--- src/rtl/histo_readout_if.sv ---
// Byte link from the histogram readout to the serializer.
// master drives data/valid, slave answers with ready.
interface histo_readout_if;
    logic [7:0] tx_data;
    logic       tx_valid;
    logic       tx_ready;

    modport master (
        output tx_data,
        output tx_valid,
        input  tx_ready
    );

    modport slave (
        input  tx_data,
        input  tx_valid,
        output tx_ready
    );
endinterface

--- src/rtl/histo_readout.sv ---
// Frame readout of per-channel histograms: header, NCHAN x NHIST words MSB-first, XOR trailer,
// optional one-cycle histogram clear afterwards.
module histo_readout #(
    parameter int NCHAN  = 16,
    parameter int NHIST  = 8,
    parameter int SETTLE = 2
) (
    input  logic               clk_adc,
    input  logic               rst,
    input  logic               start,
    input  logic               clear_after,
    input  logic [NHIST*32-1:0] histosout,
    output logic [7:0]         histostosend,
    output logic               resethist,
    output logic               busy,
    histo_readout_if.master    tx
);

    localparam int          WW          = (NHIST > 1) ? $clog2(NHIST) : 1;
    localparam logic [7:0]  LAST_CH     = 8'(NCHAN - 1);
    localparam logic [WW-1:0] LAST_WORD = WW'(NHIST - 1);
    localparam logic [3:0]  SETTLE_LAST = 4'(SETTLE - 1);
    localparam logic [7:0]  HEADER_BYTE = 8'hA5;

    typedef enum logic [2:0] {
        S_IDLE,
        S_HEADER,
        S_SELECT,
        S_CAPTURE,
        S_SEND,
        S_TRAILER,
        S_CLEAR
    } state_t;

    state_t state;
    state_t state_nxt;

    logic [7:0]              ch_idx;
    logic [WW-1:0]           word_idx;
    logic [1:0]              byte_idx;
    logic [3:0]              settle_cnt;
    logic [7:0]              checksum;
    logic                    clr_lat;
    logic [NHIST-1:0][31:0]  hbuf;

    logic [31:0] cur_word;
    logic [7:0]  send_byte;
    logic        xfer;
    logic        last_byte;
    logic        last_ch;

    assign xfer      = tx.tx_valid && tx.tx_ready;
    assign last_byte = (byte_idx == 2'd3) && (word_idx == LAST_WORD);
    assign last_ch   = (ch_idx == LAST_CH);

    // Current payload byte, most-significant byte of the word first.
    always_comb begin
        cur_word  = hbuf[word_idx];
        send_byte = '0;
        case (byte_idx)
            2'd0:    send_byte = cur_word[31:24];
            2'd1:    send_byte = cur_word[23:16];
            2'd2:    send_byte = cur_word[15:8];
            default: send_byte = cur_word[7:0];
        endcase
    end

    always_ff @(posedge clk_adc or posedge rst) begin
        if (rst) begin
            state <= S_IDLE;
        end else begin
            state <= state_nxt;
        end
    end

    always_comb begin
        state_nxt = state;
        case (state)
            S_IDLE:    if (start) state_nxt = S_HEADER;
            S_HEADER:  if (xfer) state_nxt = S_SELECT;
            S_SELECT:  if (settle_cnt == SETTLE_LAST) state_nxt = S_CAPTURE;
            S_CAPTURE: state_nxt = S_SEND;
            S_SEND: begin
                if (xfer && last_byte) begin
                    state_nxt = last_ch ? S_TRAILER : S_SELECT;
                end
            end
            S_TRAILER: if (xfer) state_nxt = clr_lat ? S_CLEAR : S_IDLE;
            S_CLEAR:   state_nxt = S_IDLE;
            default:   state_nxt = S_IDLE;
        endcase
    end

    always_comb begin
        tx.tx_valid = 1'b0;
        tx.tx_data  = '0;
        resethist   = 1'b0;
        busy        = (state != S_IDLE);
        case (state)
            S_HEADER: begin
                tx.tx_valid = 1'b1;
                tx.tx_data  = HEADER_BYTE;
            end
            S_SEND: begin
                tx.tx_valid = 1'b1;
                tx.tx_data  = send_byte;
            end
            S_TRAILER: begin
                tx.tx_valid = 1'b1;
                tx.tx_data  = checksum;
            end
            S_CLEAR: resethist = 1'b1;
            default: ;
        endcase
    end

    // histostosend is only loaded on the edges that enter SELECT, so it holds elsewhere.
    always_ff @(posedge clk_adc or posedge rst) begin
        if (rst) begin
            ch_idx       <= '0;
            word_idx     <= '0;
            byte_idx     <= '0;
            settle_cnt   <= '0;
            checksum     <= '0;
            clr_lat      <= 1'b0;
            histostosend <= '0;
            hbuf         <= '0;
        end else begin
            case (state)
                S_IDLE: begin
                    if (start) begin
                        clr_lat    <= clear_after;
                        checksum   <= '0;
                        ch_idx     <= '0;
                        word_idx   <= '0;
                        byte_idx   <= '0;
                        settle_cnt <= '0;
                    end
                end
                S_HEADER: begin
                    if (xfer) begin
                        ch_idx       <= '0;
                        histostosend <= '0;
                        settle_cnt   <= '0;
                    end
                end
                S_SELECT: settle_cnt <= settle_cnt + 4'd1;
                S_CAPTURE: begin
                    hbuf     <= histosout;
                    word_idx <= '0;
                    byte_idx <= '0;
                end
                S_SEND: begin
                    if (xfer) begin
                        checksum <= checksum ^ send_byte;
                        byte_idx <= byte_idx + 2'd1;
                        if (byte_idx == 2'd3) begin
                            word_idx <= (word_idx == LAST_WORD) ? '0 : word_idx + 1'b1;
                        end
                        if (last_byte && !last_ch) begin
                            ch_idx       <= ch_idx + 8'd1;
                            histostosend <= ch_idx + 8'd1;
                            settle_cnt   <= '0;
                        end
                    end
                end
                default: ;
            endcase
        end
    end

endmodule

--- src/flat_wrapper.sv ---
// flat-port wrapper written by rule: the top's interface ports become plain ports
module histo_readout_flat 
#(
    parameter int NCHAN  = 16,
    parameter int NHIST  = 8,
    parameter int SETTLE = 2
)
  (clk_adc, rst, start, clear_after, histosout, histostosend, resethist, busy, tx_tx_data, tx_tx_valid, tx_tx_ready);
  histo_readout_if tx_i ();
  input  logic clk_adc;
  input  logic rst;
  input  logic start;
  input  logic clear_after;
  input  logic [NHIST*32-1:0] histosout;
  output logic [7:0] histostosend;
  output logic resethist;
  output logic busy;
  output wire logic [$bits(tx_i.tx_data)-1:0] tx_tx_data;
  output wire logic [$bits(tx_i.tx_valid)-1:0] tx_tx_valid;
  input wire logic [$bits(tx_i.tx_ready)-1:0] tx_tx_ready;
  assign tx_tx_data = tx_i.tx_data;
  assign tx_tx_valid = tx_i.tx_valid;
  assign tx_i.tx_ready = tx_tx_ready;
  histo_readout #(.NCHAN(NCHAN), .NHIST(NHIST), .SETTLE(SETTLE)) u_core (.clk_adc(clk_adc), .rst(rst), .start(start), .clear_after(clear_after), .histosout(histosout), .histostosend(histostosend), .resethist(resethist), .busy(busy), .tx(tx_i));
endmodule
--- config.mk ---
export PLATFORM = sky130hd
export DESIGN_NAME = histo_readout_flat
export DESIGN_NICKNAME = d
export VERILOG_FILES = /design/src/rtl/histo_readout_if.sv /design/src/rtl/histo_readout.sv /design/src/flat_wrapper.sv
export SDC_FILE = /design/constraint.sdc
export NUM_CORES = 1
export LEC_CHECK = 0
export BUFFER_PORTS_ARGS = -buffer_cell sky130_fd_sc_hd__buf_4
export CELL_PAD_IN_SITES_DETAIL_PLACEMENT = 1
export CELL_PAD_IN_SITES_GLOBAL_PLACEMENT = 1
export CORE_AREA = 5 5 188 190
export DETAILED_ROUTE_END_ITERATION = 8
export DIE_AREA = 0 0 193 195
export PLACE_DENSITY = 0.78
export SETUP_SLACK_MARGIN = 0.05
export SYNTH_ARGS = -nofsm -noshare
export SYNTH_HDL_FRONTEND = slang
export SYNTH_SLANG_ARGS = --single-unit
--- constraint.sdc ---
create_clock -name clk_adc -period 13.6 [get_ports clk_adc]
set_input_delay 2.04 -clock clk_adc [delete_from_list [all_inputs] [get_ports clk_adc]]
set_output_delay 2.04 -clock clk_adc [all_outputs]
set_load 0.01 [all_outputs]
# [After elaboration in Yosys (flattened, before gate mapping)]
# Index checks and enable logic that the tools add are counted.
[totals] latch_bits=0 register_bits=293 rom_bits=0 input_bits=261 memories=0 mem_bits_rw=0
[classes] shift=0 mux=35 n_bitwise=1 div=0 multipliers=0 magnitude_cmp=1 add_sub_neg=4 n_reduce_logical=22 n_eq_ne=20
[ops] cell="$bmux 32 s3" n=1
[ops] cell="$pmux 8 s3" n=3
[ops] cell="$mux 8" n=5
[ops] cell="$mux 3" n=11
[ops] cell="$mux 32" n=1
[ops] cell="$pmux 8 s2" n=2
[ops] cell="$pmux 3 s6" n=1
[ops] cell="$mux 4" n=4
[ops] cell="$pmux 4 s4" n=1
[ops] cell="$reduce_and 5->1" n=3
[ops] cell="$ne 2x1->1 const B" n=7
[ops] cell="$eq 3x3->1 const B" n=4
[ops] cell="$pmux 3 s3" n=1
[ops] cell="$reduce_bool 3->1" n=3
[ops] cell="$add 8x1->8 const B" n=1
[ops] cell="$eq 8x4->1 const B" n=1
[ops] cell="$reduce_and 4->1" n=2
[ops] cell="$xor 8x8->8" n=1
[ops] cell="$eq 3x2->1 const B" n=2
[ops] cell="$pmux 2 s3" n=1
[ops] cell="$reduce_and 3->1" n=2
[ops] cell="$add 4x1->4 const B" n=1
[ops] cell="$eq 2x2->1 const B" n=2
[ops] cell="$eq 4x1->1 const B" n=1
[ops] cell="16 further kinds" n=22

# [Logic depth before layout (Yosys ltp)]
# Gate-level depths: netlist (run 1).
[depth] ltp_word=7 ltp_mapped=8 depth_no_buf=7

# [Least setup slack after synthesis (run 1)]
# No wires, ideal clock.
[synth_path] path_kind="reg2out" from="reg u_core.byte_idx[0]" to="out tx_tx_data[0]" path_slack_ps=9558 path_stages_with_launch=9 path_buffers=1 t_arrival_ps=2002 cell_sequence="dfrtp_1 -> inv_1 -> ha_1 -> or3b_1 -> buf_2 -> o22ai_1 -> or4_4 -> o31ai_1 -> o21ai_1"
[synth_between] elab_chain_cells=3
[synth_lines] item="start, declared" line_no="histo_readout.sv:40" rtl="logic [1:0] byte_idx;"
[synth_lines] item="start signal, assigned" line_no="histo_readout.sv:156" rtl="byte_idx <= byte_idx + 2'd1;"
[synth_lines] item="$eq 2x2->1 (tied with other cells)" line_no="histo_readout.sv:60" rtl="case (byte_idx)"
[synth_lines] item="$pmux 8 s3 *" line_no="histo_readout.sv:60"
[synth_lines] item="$pmux 8 s3 *" line_no="histo_readout.sv:99" rtl="case (state)"
[synth_lines] item="end, declared" line_no="flat_wrapper.sv:18" rtl="output wire logic [$bits(tx_i.tx_data)-1:0] tx_tx_data;"
# Mark *: on every way between the ends. The rest lies on a longest branch, timed or not.

# [Worst setup path in the final report (run 1)]
[layout_path] from="reg u_core.word_idx[2]" to="out tx_tx_data[4]"
[layout_between] elab_chain_cells=4
[layout_lines] item="start, declared" line_no="histo_readout.sv:39" rtl="logic [WW-1:0] word_idx;"
[layout_lines] item="start signal, assigned" line_no="histo_readout.sv:158" rtl="word_idx <= (word_idx == LAST_WORD) ? '0 : word_idx + 1'b1;"
[layout_lines] item="$bmux 32 s3" line_no="histo_readout.sv:58" rtl="cur_word = hbuf[word_idx];"
[layout_lines] item="$mux 32 (implied by the code)" line_no="histo_readout.sv:58"
[layout_lines] item="$pmux 8 s3" line_no="histo_readout.sv:60"
[layout_lines] item="$pmux 8 s3" line_no="histo_readout.sv:99"
# Every way passes these cells. The select of a mux whose other input is x is not followed.

==> results of run 1 <==
==> placed cells by master (no fill, tap or decap), types with 9 or more instances in the layout <==
cell	n
o21ai_0	16
mux4_2	29
dfrtp_1	290
mux2i_1	68
nand3_1	14
clkbuf_16	34
a21o_1	16
nand2_1	798
buf_4	289
a21oi_1	10
ha_1	10
clkinv_2	9
o22ai_1	34
nor2_1	21
nor3_1	9
==> Yosys cell counts, types with 8 or more instances <==
cell / number
mux2i_1: 68
nand2_1: 799
nand3_1: 14
o22ai_1: 34
dfrtp_1: 293
a21oi_1: 10
o21ai_0: 16
nor2_1: 21
clkbuf_1: 42
nand2b_1: 8
buf_2: 37
ha_1: 10
nor3_1: 10
a21o_1: 16
inv_1: 9
mux4_2: 29
==> stage by stage <==
stage	util	cell area (um^2)	setup slack, ns	power (W)
2_1_floorplan	-	13900	3.47	0.00229
3_3_place_gp	0.487	16200	8.27	0.00270
3_5_place_dp	0.487	16200	8.18	0.00277
4_1_cts	0.519	17300	7.61	0.00366
5_1_grt	0.519	17300	7.46	0.00389
6_report	0.519	17300	7.54	0.00363
==> worst min-delay path, cell delays in order, from the launching register on <==
cell	delay, ns
dfrtp_1	0.33
nand2_1	0.05
nand2_1	0.05
==> kinds of logic (layout without fill, tap and decap cells) <==
kind of cell,Yosys count,count (layout),synth area share
AOI/OAI and AO/OA,138,138,0.0690
xor gates and xnor gates,6,6,0.00378
adders and majority gates,10,10,0.00901
buffers and inverters,98,356,0.0342
DFF,293,293,0.528
muxes,101,101,0.103
and+or+nand+nor,886,886,0.254
==> how the worst min path moves through the flow <==
stage,startpoint,to,slack [ns],depth (start not counted)
finish,u_core.hbuf[129],u_core.hbuf[129],0.47,2
global route,u_core.histostosend[2],u_core.histostosend[2],0.49,1
CTS,u_core.hbuf[129],u_core.hbuf[129],0.48,2
detailed placement,u_core.hbuf[38],u_core.hbuf[38],0.46,2
global placement,u_core.histostosend[5],u_core.histostosend[5],0.45,2
floorplan,u_core.hbuf[68],u_core.hbuf[68],0.44,2
==> per-layer routing <==
metal,GRT usage,vias up,part of all wire
li1,-,5521,-
met1,0.315,5765,0.41
met2,0.410,329,0.50
met3,0.0382,101,0.048
met4,0.0915,0,0.044
met5,0,-,0
==> flip-flops by register name (all words and copies together), names as in the netlist <==
signal and count:
u_core.ch_idx 8, u_core.checksum 8, u_core.word_idx 3, u_core.state 3
u_core.histostosend 8, u_core.settle_cnt 4, u_core.hbuf 256, u_core.clr_lat 1
u_core.byte_idx 2
==> power breakdown <==
group,switching (W),total (W),internal (W)
Sequential,0.000328,0.00160,0.00128
Clock,0.000355,0.000869,0.000515
Combinational,0.000696,0.00116,0.000462
Total,0.00138,0.00363,0.00225
==> layout make-up <==
type	instances	area (um^2)	share of cell area
clock buffers	44	918	0.0532
clock inverters	13	130	0.00754
inverters	10	45.0	0.00261
multi-input cells	1141	6090	0.353
flip-flops and latches	293	7340	0.425
well taps	448	561	0.0325
repair buffers	289	2170	0.126
==> impl_metrics.yaml, run 1 <==
place:
  post-dp-hpwl_um: 34300
  placed_cells: 2181
  io_buffers: 279
  gp_congestion: 0.907
logic_synthesis:
  avgSynthCellArea_um2: 9.07
  synth_nets: 1803
  syn_area_um2: 13900
  seq_area_frac_synth: 0.528
  yosys_warnings: 0
  synth-seq-cells: 293
  dominantRegCellSynth: "dfrtp_1"
  synth-edff-count: 0
  ys_types: 63
  yosysTopAreaCellShare: 0.528
  synthCells: 1532
  async_flop_share: 1.00
  synth_top_area_cell: "dfrtp_1"
  synth_area_leaders: "dfrtp_1 (53%), nand2_1 (22%), mux2i_1 (4.9%), mux4_2 (4.7%), o22ai_1 (1.5%)"
cells_and_area:
  area_growth_pct: 24.2
  nFillCells: 3882
  fin_cells: 2238
  layout.nets: 2040
  drive_gt1_frac: 0.217
  diodes: 0
detailed_routing:
  routed_via_density: 5.24
  dr.pass1.iters: 5
  route.antenna.remaining_nets: 0
  drc: 0
  vias: 11700
  drt_iter0_drc: 894
  drt-total-wl_um: 45800
  post_drt_wl_per_cell_um: 20.5
die:
  start_util: 0.417
  rows: 67
  die_h_um: 195
  fp.dieW_um: 193
  die_area_um2: 37600
  core_area_um2: 33300
  top_level_ports: 280
worst_setup_path:
  crit_top_cell: "buf_4"
  crit_start: "u_core.word_idx[2]"
  start_kind: "register"
  crit_end: "tx_tx_data[4]"
  end_kind: "output port"
  path_cells: "buf_4 > mux2i_1 > o22ai_1 > nor4_1 > nand3_1 > a32o_1 > buf_4"
  timing.rr.start: "u_core.word_idx[2]"
  worst-path-buf-inv: 2
  cp_max_fo: 64
  cp_top_family: "buffers and inverters"
  cp_data_arrival_time_ns: 4.02
  r2r_setup_slack_ns: 10.24
  cp.depth: 7
  timing.critical_path.slowest_cell_delay_ns: 0.88
  slowest_stage: "buf_4"
  worstSetupPathType: "reg2out"
  critPathRequiredTime_ns: 11.56
  worstReg2RegEnd: "u_core.checksum[4]"
  reg2reg_depth: 6
timing:
  timing.hold.ws_ns: 0.469
  max_freq_ghz: 0.165
  final_hold_viol_count: 0
  finalSetupViolCount: 0
  skew_ns: 0.0273
  slew_viol_final: 0
  rsz0062_at_grt: "no"
  period_share: 0.446
  fin_crit_ns: 6.06
  worst_pin_slew_ns: 1.12
  max_slew_margin: 0.253
  final.setup.tns_ns: 0
outcome:
  status: "finished, final reports clean"
clock_tree:
  post_cts_buffers: 0
  htreeDepth: 2
  cts_hold_buf: 0
  clockRootBuffer: "clkbuf_16"
  cts_buffers: 34
  clkLatencyLatePin_ns: 0.51
  cts_tree: "done"
  clock_tree.buffer_depth: 3
  path_clk_slew_ns: 0.06
  cts-resized-gates: 0
  cts.sinks: 293
global_route:
  grt_pass1_wl_um: 71500
  antenna_found_initial: 0
  grt_max_degree: 144
  grt_pass1_vias: 12900
  grt_overflow: 0
  grtUsageTotal: 0.243
worst_hold_path:
  hold_class: "reg2reg"
power_and_ir_drop:
  vdd_drop_max_v: 0.0000863
  pwr_density_cell_nw_per_um2: 210
  leakage_nw: 8.71
flow_run:
  maxCapViolations: 0
(Power assumes the default switching activity.)
==> run 2: changes to the inputs <==
--- a/config.mk
+++ b/config.mk
@@ -8,10 +8,10 @@
 export BUFFER_PORTS_ARGS = -buffer_cell sky130_fd_sc_hd__buf_4
 export CELL_PAD_IN_SITES_DETAIL_PLACEMENT = 1
 export CELL_PAD_IN_SITES_GLOBAL_PLACEMENT = 1
-export CORE_AREA = 5 5 188 190
+export CORE_AREA = 5 5 198 200
 export DETAILED_ROUTE_END_ITERATION = 8
-export DIE_AREA = 0 0 193 195
-export PLACE_DENSITY = 0.78
+export DIE_AREA = 0 0 203 205
+export PLACE_DENSITY = 0.74
 export SETUP_SLACK_MARGIN = 0.05
 export SYNTH_ARGS = -nofsm -noshare
 export SYNTH_HDL_FRONTEND = slang
==> constraint.sdc (replaced) <==
create_clock -name clk_adc -period 5.05 [get_ports clk_adc]
set_input_delay 0.7575 -clock clk_adc [delete_from_list [all_inputs] [get_ports clk_adc]]
set_output_delay 0.7575 -clock clk_adc [all_outputs]
set_load 0.01 [all_outputs]
==> impl_metrics.yaml, run 2 (synthesized netlist as in run 1, its figures left out) <==
timing:
  rsz0062_at_grt: "no"
  period_share: 0.869
  final_hold_viol_count: 0
  skew_ns: 0.0147
  max_freq_ghz: 0.228
  finalSetupViolCount: 0
  max_slew_margin: 0.313
  fin_crit_ns: 4.39
  worst_pin_slew_ns: 1.03
  final.setup.tns_ns: 0
  timing.hold.ws_ns: 0.385
  slew_viol_final: 0
detailed_routing:
  routed_via_density: 5.18
  drt_iter0_drc: 732
  post_drt_wl_per_cell_um: 20.6
  route.antenna.remaining_nets: 0
  drc: 0
  drt-total-wl_um: 46600
  dr.pass1.iters: 5
  vias: 11700
cells_and_area:
  layout_common_cells: "nand2_1 (798), dfrtp_1 (290), buf_4 (285)"
  area_growth_pct: 24.7
  largest_reg_flops: 256
  multi_input_area_um2: 6090
  layout.nets: 2037
  largest-register: "u_core.hbuf"
  diodes: 0
  ff_latch_area_um2: 7340
  nFillCells: 4315
  layout_commonest_cell: "nand2_1"
  drive_gt1_frac: 0.219
worst_setup_path:
  cp_data_arrival_time_ns: 3.63
  start_kind: "register"
  worstSetupPathType: "reg2out"
  r2r_setup_slack_ns: 1.93
  end_kind: "output port"
  reg2reg_depth: 7
  critPathRequiredTime_ns: 4.29
  timing.rr.start: "u_core.word_idx[2]"
  worstReg2RegEnd: "u_core.settle_cnt[3]"
  cp_max_fo: 41
power_and_ir_drop:
  pwr_density_cell_nw_per_um2: 562
  leakage_nw: 8.71
  vdd_drop_max_v: 0.000283
clock_tree:
  clock_tree.buffer_depth: 3
  cts_buffers: 31
  path_clk_slew_ns: 0.07
  cts-resized-gates: 0
  clockRootBuffer: "clkbuf_16"
  cts_hold_buf: 0
  cts.sinks: 293
  clkLatencyLatePin_ns: 0.56
  post_cts_buffers: 0
  htreeDepth: 1
  cts_tree: "done"
die:
  die_h_um: 205
  fp.dieW_um: 203
  core_area_um2: 37200
  start_util: 0.373
  die_area_um2: 41600
  top_level_ports: 280
  rows: 71
worst_hold_path:
  holdPathStages: 3
  min_from: "histosout[78]"
  hold_end: "u_core.hbuf[78]"
  hold_class: "in2reg"
global_route:
  antenna_found_initial: 0
  grt_max_degree: 190
  grt_pass1_vias: 12600
  grt_overflow: 0
  grtUsageTotal: 0.221
  grt_pass1_wl_um: 72300
outcome:
  status: "finished, final reports clean"
place:
  post-dp-hpwl_um: 34700
  gp_congestion: 0.883
  io_buffers: 279
flow_run:
  maxCapViolations: 0
## run 2: changes by cell type in the layout (fill, tap and decap cells not counted)
cell,delta
buf_12,+4
buf_4,-4
bufinv_16,-1
clkbuf_1,-4
clkbuf_16,-3
clkbuf_8,+8
clkinv_2,-2
clkinv_4,+1
clkinv_8,-1
clkinvlp_4,+4
inv_6,-1
inv_8,-1
## run 2: final cells by class
cell class | count | area share
tap | 474 | 0.0342
multi-input combinational | 1141 | 0.352
clock inverter | 12 | 0.00556
inverter | 10 | 0.00238
timing repair buffer | 289 | 0.128
clock buffer | 45 | 0.0542
sequential | 293 | 0.424
## run 2: how the worst max path moves through the flow
stage,from,to,slack (ns)
2_1_floorplan,rst,u_core.byte_idx[0],0.40
3_3_place_gp,u_core.word_idx[2],tx_tx_data[4],1.36
3_5_place_dp,u_core.word_idx[2],tx_tx_data[3],1.31
4_1_cts,u_core.word_idx[2],tx_tx_data[3],0.70
5_1_grt,u_core.word_idx[2],tx_tx_data[3],0.54
6_report,u_core.word_idx[2],tx_tx_data[6],0.66
## run 2: metrics by stage
stage	cell area (um^2)	utilization	power, W	setup slack (ns)	instances
after floorplan	13900	-	0.00617	0.403	1532
after global placement	16300	0.438	0.00729	1.36	2207
after detailed placement	16300	0.438	0.00747	1.31	2207
after CTS	17300	0.465	0.00981	0.698	2264
after global routing	17300	0.465	0.0104	0.537	2264
final	17300	0.465	0.00973	0.661	2264
## run 2: power breakdown
part	leakage, nW	switching (W)	internal, W	total, W
clock	0.511	0.000956	0.00133	0.00229
combinational	4.57	0.00192	0.00126	0.00318
sequential	3.63	0.000825	0.00343	0.00426
total	8.71	0.00370	0.00603	0.00973
## run 2: worst max-delay path, cell delays in order, from the launching register on
cell and delay, ns:
dfrtp_4 0.88, buf_4 0.46, mux2i_1 0.26, o22ai_1 0.10, nor4_1 0.71, nand3_1 0.19, a32o_1 0.29, buf_4 0.16
## run 2: routing by layer
metal | up-vias | GRT usage | share of wire
li1 | 5512 | - | -
met1 | 5832 | 0.292 | 0.42
met2 | 318 | 0.381 | 0.50
met3 | 61 | 0.0378 | 0.053
met4 | 0 | 0.0519 | 0.025
met5 | - | 0 | 0
